File: config.mk
export PLATFORM = sky130hd
export DESIGN_NAME = point_bounds_tracker_flat
export DESIGN_NICKNAME = d
export VERILOG_FILES = /design/src/rtl/point_bounds_tracker_if.sv /design/src/rtl/point_bounds_tracker.sv /design/src/flat_wrapper.sv
export SDC_FILE = /design/constraint.sdc
export NUM_CORES = 1
export LEC_CHECK = 0
export BUFFER_PORTS_ARGS = -buffer_cell sky130_fd_sc_hd__buf_2
export CORE_MARGIN = 10
export CORE_UTILIZATION = 55
export DETAILED_ROUTE_END_ITERATION = 8
export PLACE_DENSITY = 0.76
export SYNTH_ARGS = -nofsm -noshare
export SYNTH_HDL_FRONTEND = slang
export SYNTH_SLANG_ARGS = --single-unit
File: constraint.sdc
create_clock -name clk -period 2.6 [get_ports clk]
set_input_delay 0.26 -clock clk [delete_from_list [all_inputs] [get_ports clk]]
set_output_delay 0.26 -clock clk [all_outputs]
set_load 0.03 [all_outputs]
File: src/rtl/point_bounds_tracker_if.sv
// Pixel stream from the colour-match front end into a bounds tracker.
// master drives frame_start/pix_valid/hcount/vcount/pix_hit; slave receives.
interface point_bounds_tracker_if;
  logic        frame_start;
  logic        pix_valid;
  logic [10:0] hcount;
  logic [10:0] vcount;
  logic        pix_hit;

  modport master (
    output frame_start,
    output pix_valid,
    output hcount,
    output vcount,
    output pix_hit
  );

  modport slave (
    input frame_start,
    input pix_valid,
    input hcount,
    input vcount,
    input pix_hit
  );
endinterface

File: src/rtl/point_bounds_tracker.sv
// Per-frame min/max X/Y of matching pixels; publishes {min,max} at frame_start.
// Ports: clk, reset_n, pix (stream slave), hor, vert, found, bounds_valid.
module point_bounds_tracker #(
  parameter int H_ACTIVE = 1024,
  parameter int V_ACTIVE = 768,
  parameter int MIN_HITS = 16
) (
  input  logic                         clk,
  input  logic                         reset_n,
  point_bounds_tracker_if.slave        pix,
  output logic [21:0]                  hor,
  output logic [21:0]                  vert,
  output logic                         found,
  output logic                         bounds_valid
);

  localparam logic [10:0] H_LIM = 11'(H_ACTIVE);
  localparam logic [10:0] V_LIM = 11'(V_ACTIVE);
  localparam logic [19:0] H_MIN = 20'(MIN_HITS);
  localparam logic [19:0] H_SAT = 20'hFFFFF;

  typedef enum logic {
    IDLE,
    ACCUM
  } state_t;

  state_t      state;
  logic [10:0] min_x;
  logic [10:0] max_x;
  logic [10:0] min_y;
  logic [10:0] max_y;
  logic [19:0] hits;
  logic        qual;

  assign qual = pix.pix_valid & pix.pix_hit &
                (pix.hcount < H_LIM) &
                (pix.vcount < V_LIM);

  always_ff @(posedge clk or negedge reset_n) begin
    if (!reset_n) begin
      state        <= IDLE;
      hor          <= '0;
      vert         <= '0;
      found        <= 1'b0;
      bounds_valid <= 1'b0;
      min_x        <= 11'h7FF;
      max_x        <= '0;
      min_y        <= 11'h7FF;
      max_y        <= '0;
      hits         <= '0;
    end else begin
      bounds_valid <= 1'b0;
      unique case (state)
        IDLE: begin
          if (pix.frame_start)
            state <= ACCUM;
        end
        ACCUM: begin
          if (pix.frame_start) begin
            bounds_valid <= 1'b1;
            if (hits >= H_MIN) begin
              hor   <= {min_x, max_x};
              vert  <= {min_y, max_y};
              found <= 1'b1;
            end else begin
              found <= 1'b0;
            end
            // A pixel coinciding with frame_start opens the new frame.
            min_x <= qual ? pix.hcount : 11'h7FF;
            max_x <= qual ? pix.hcount : 11'h000;
            min_y <= qual ? pix.vcount : 11'h7FF;
            max_y <= qual ? pix.vcount : 11'h000;
            hits  <= qual ? 20'd1 : 20'd0;
          end else if (qual) begin
            if (pix.hcount < min_x) min_x <= pix.hcount;
            if (pix.hcount > max_x) max_x <= pix.hcount;
            if (pix.vcount < min_y) min_y <= pix.vcount;
            if (pix.vcount > max_y) max_y <= pix.vcount;
            if (hits != H_SAT) hits <= hits + 20'd1;
          end
        end
        default: state <= IDLE;
      endcase
    end
  end

endmodule
File: src/flat_wrapper.sv
// flat-port wrapper written by rule: the top's interface ports become plain ports
module point_bounds_tracker_flat 
#(
  parameter int H_ACTIVE = 1024,
  parameter int V_ACTIVE = 768,
  parameter int MIN_HITS = 16
)
  (clk, reset_n, hor, vert, found, bounds_valid, pix_frame_start, pix_pix_valid, pix_hcount, pix_vcount, pix_pix_hit);
  point_bounds_tracker_if pix_i ();
  input  logic clk;
  input  logic reset_n;
  output logic [21:0] hor;
  output logic [21:0] vert;
  output logic found;
  output logic bounds_valid;
  input wire logic [$bits(pix_i.frame_start)-1:0] pix_frame_start;
  input wire logic [$bits(pix_i.pix_valid)-1:0] pix_pix_valid;
  input wire logic [$bits(pix_i.hcount)-1:0] pix_hcount;
  input wire logic [$bits(pix_i.vcount)-1:0] pix_vcount;
  input wire logic [$bits(pix_i.pix_hit)-1:0] pix_pix_hit;
  assign pix_i.frame_start = pix_frame_start;
  assign pix_i.pix_valid = pix_pix_valid;
  assign pix_i.hcount = pix_hcount;
  assign pix_i.vcount = pix_vcount;
  assign pix_i.pix_hit = pix_pix_hit;
  point_bounds_tracker #(.H_ACTIVE(H_ACTIVE), .V_ACTIVE(V_ACTIVE), .MIN_HITS(MIN_HITS)) u_core (.clk(clk), .reset_n(reset_n), .pix(pix_i), .hor(hor), .vert(vert), .found(found), .bounds_valid(bounds_valid));
endmodule
==> metrics.yaml <==
synth_most_common_cell: "dfrtp_1"
critPathArrivalTime_ns: 2.54
grt_usage_pct: 17.83
cts.path.max_buffers: 2
pwr-share-comb_pct: 14.3
post-cts-setup-buffer-count: 0
synth_warnings: 0
relSlewSlack_pct: 63.48
multi_input_area_sq_um: 2680
r2r_start: "u_core.min_x[2]"
synth_async_sr_flop_share_pct: 100.0
cp-start-kind: "register"
cp.depth: 9
cts_tree: "built"
post_drt_wl_per_cell_um: 17.08
status: "completed"
drtPass1Iterations: 4
grt_pass1_vias: 4404
synth_edf_count: 0
power.density_nw_per_um2: 529.0
clkPwrFrac_pct: 31.3
setup_viol: 0
cts-root-buf: "clkbuf_8"
hold_class: "input pin to register"
clock_latency_ns: 0.38
syn-num-nets: 595
row_count: 37
initial_utilization_pct: 56.05
ff2ff_setup_slack_ns: 0.36
crit_path_frequent_cell: "o21ai_0"
path_class: "register to register"
seq_area_frac_synth_pct: 48.70
place.gp.congestion: 0.8139
drc_errors: 0
synth_top_area_share_pct: 38.66
cp_max_fo: 6
seqCellArea_sq_um: 2805
grt_first_pass_wirelength_um: 21620
endpoint: "u_core.min_x[4]"
die_w_um: 122.3
cts_max_level: 3
yosys.area.top_type: "dfrtp_1"
core-area_sq_um: 10280
netlist_area_sq_um: 5761
io_buffers: 72
numCtsBuffers: 9
drive_above_1_share_pct: 30.26
synth_ff_type: "dfrtp_1"
p_sw_share_pct: 27.66
critPathCaptureType: "register"
ant_nets: 0
critPathBufInv: 2
via_per_inst: 5.485
vdd_ir_drop_max_v: 0.0003059
clock-sinks: 111
crit_chain: "inv_1 > ha_1 > nand2_1 > o21ai_0 > a21oi_1 > o21ai_0 > a41o_1 > buf_4 > mux2i_1"
die_y_um: 122.3
final_nets: 674
grt_max_degree: 48
synth_commonest_cells: "dfrtp_1, inv_1, mux2_2"
dr.first_iter.drc_count: 294
postRouteWirelength_um: 12730
dieArea_sq_um: 14970
maxCapViolCount: 0
setup_tns_ns: 0
synthCells: 524
synth_cell_types: 53
clkTransAtPathRegs_ns: 0.11
period_needed_ns: 2.242
syn_avg_cell_area_sq_um: 10.99
synth_seq_cells: 111
tightest_slew_ns: 0.5428
seq_power_share_pct: 54.3
slew_violations: 0
cpPeakStageDelay_ns: 0.54
antenna_found_initial: 2
skew_ns: 0.01121
path_delay_family: "compound AO/OA/AOI/OAI gates"
hpwl_um: 9637
p_sw_uw: 958.2
overflow: 0
crit_start: "u_core.min_x[2]"
hold_violations: 0
io_pins: 73
synth_area_leaders: "dfrtp_1, dfstp_2, ha_1, mux2_2, mux2i_1"
cp_slowest_cell: "dfstp_2"
rsz0062_at_grt: "no"
vias: 4086
areaGrowthSynthToFinish_pct: 13.68
cp.required_ns: 2.90
intPower_mw: 2.506
power.leakage_nw: 3.366
finalCritPeriodShare_pct: 86.22
fmax_mhz: 446.1
fillers: 863
ff2ff_path_depth: 9
reg2reg_to: "u_core.min_x[4]"
hold-worst-slack_ns: 0.1508
cts_resized: 0
## worst min path at each step
stage                   from  cells past startpoint             endpoint
2_1_floorplan        reset_n                      0  u_core.bounds_valid
3_3_place_gp         reset_n                      1       u_core.vert[3]
3_5_place_dp         reset_n                      1       u_core.vert[3]
4_1_cts        pix_vcount[4]                      3      u_core.max_y[4]
5_1_grt        pix_vcount[4]                      3      u_core.max_y[4]
6_report       pix_vcount[4]                      3      u_core.max_y[4]
## timing repair
| action | CTS | global route |
|---|---|---|
| endpoints found under the setup margin | 0 | 0 |
| hold endpoints to repair | 30 | 0 |
| hold buffers | 1 | 0 |
## registers in the layout, summed over array words and instances (netlist names)
name	flops
u_core.hor	22
u_core.vert	22
u_core.hits	20
u_core.max_x	11
u_core.max_y	11
u_core.min_x	11
u_core.min_y	11
u_core.bounds_valid	1
u_core.found	1
u_core.state	1
## layer usage
layer  vias to the layer above  routed length, um  global-route usage, %
met5                         -                 13                      0
met4                         2                186                  5.523
met3                        17                490                  3.811
met2                        69               6792                  32.10
met1                      2007               5246                  20.76
li1                       1991                  -                      -
## power groups by stage
stage | logic, mW | clock network [mW] | registers [mW]
2_1_floorplan | 0.324 | 0 | 1.89
3_3_place_gp | 0.467 | 0 | 1.91
3_5_place_dp | 0.493 | 0 | 1.91
4_1_cts | 0.500 | 1.11 | 1.88
5_1_grt | 0.569 | 1.18 | 1.89
6_report | 0.497 | 1.09 | 1.88
## area by class of cell
| type | instances | share of cell area (%) |
|---|---|---|
| antenna | 1 | 0.03821 |
| clock buffer | 10 | 2.102 |
| clock inverter | 6 | 1.013 |
| inverter | 51 | 2.923 |
| multi-input combinational | 344 | 40.92 |
| sequential | 111 | 42.84 |
| tap | 136 | 2.598 |
| timing repair buffer | 86 | 7.566 |
## metrics by stage
stage          worst slack [ns]  utilization, %  total power [mW]  std cells  area (sq um)
2_1_floorplan            0.5872               -             2.218        524          5761
3_3_place_gp             0.4615           61.61             2.378        727          6332
3_5_place_dp             0.3673           61.61             2.407        727          6332
4_1_cts                  0.3554           63.70             3.493        744          6546
5_1_grt                  0.1638           63.70             3.642        744          6546
6_report                 0.3582           63.72             3.465        745          6549
## tightest hold or removal path: stages
cell and delay (ns):
buf_2 0.13, nand2_1 0.05, mux2i_1 0.06
## kinds of logic (layout without fill, tap and decap cells)
logic type               count (synthesis)  after routing  share of synthesized area [%]
AO/OA/AOI/OAI                           72             72                          8.124
other                                    0              1                              0
buffers and inverters                   69            153                          4.974
multiplexers                            75             75                          14.12
flip-flops                             111            111                          48.70
adder cells (fa/ha/maj)                 44             44                          9.557
XOR/XNOR                                12             12                          1.824
AND/OR/NAND/NOR                        141            141                          12.71
## cells in the final DEF (no fill, tap or decap), types with 3 or more instances in the layout
cell type	instances
a211oi_1	3
a21o_1	3
a21oi_1	29
and4_1	4
buf_2	71
buf_4	12
clkbuf_8	10
dfrtp_1	89
dfstp_2	22
ha_1	44
inv_1	51
mux2_2	48
mux2i_1	25
nand2_1	39
nand3_1	11
nand4_1	6
nor2_1	36
nor2b_1	4
nor3_1	15
nor4_1	5
nor4_2	5
o21ai_0	19
or3_1	5
xnor2_1	11
Power figures use the tool's default switching activity.
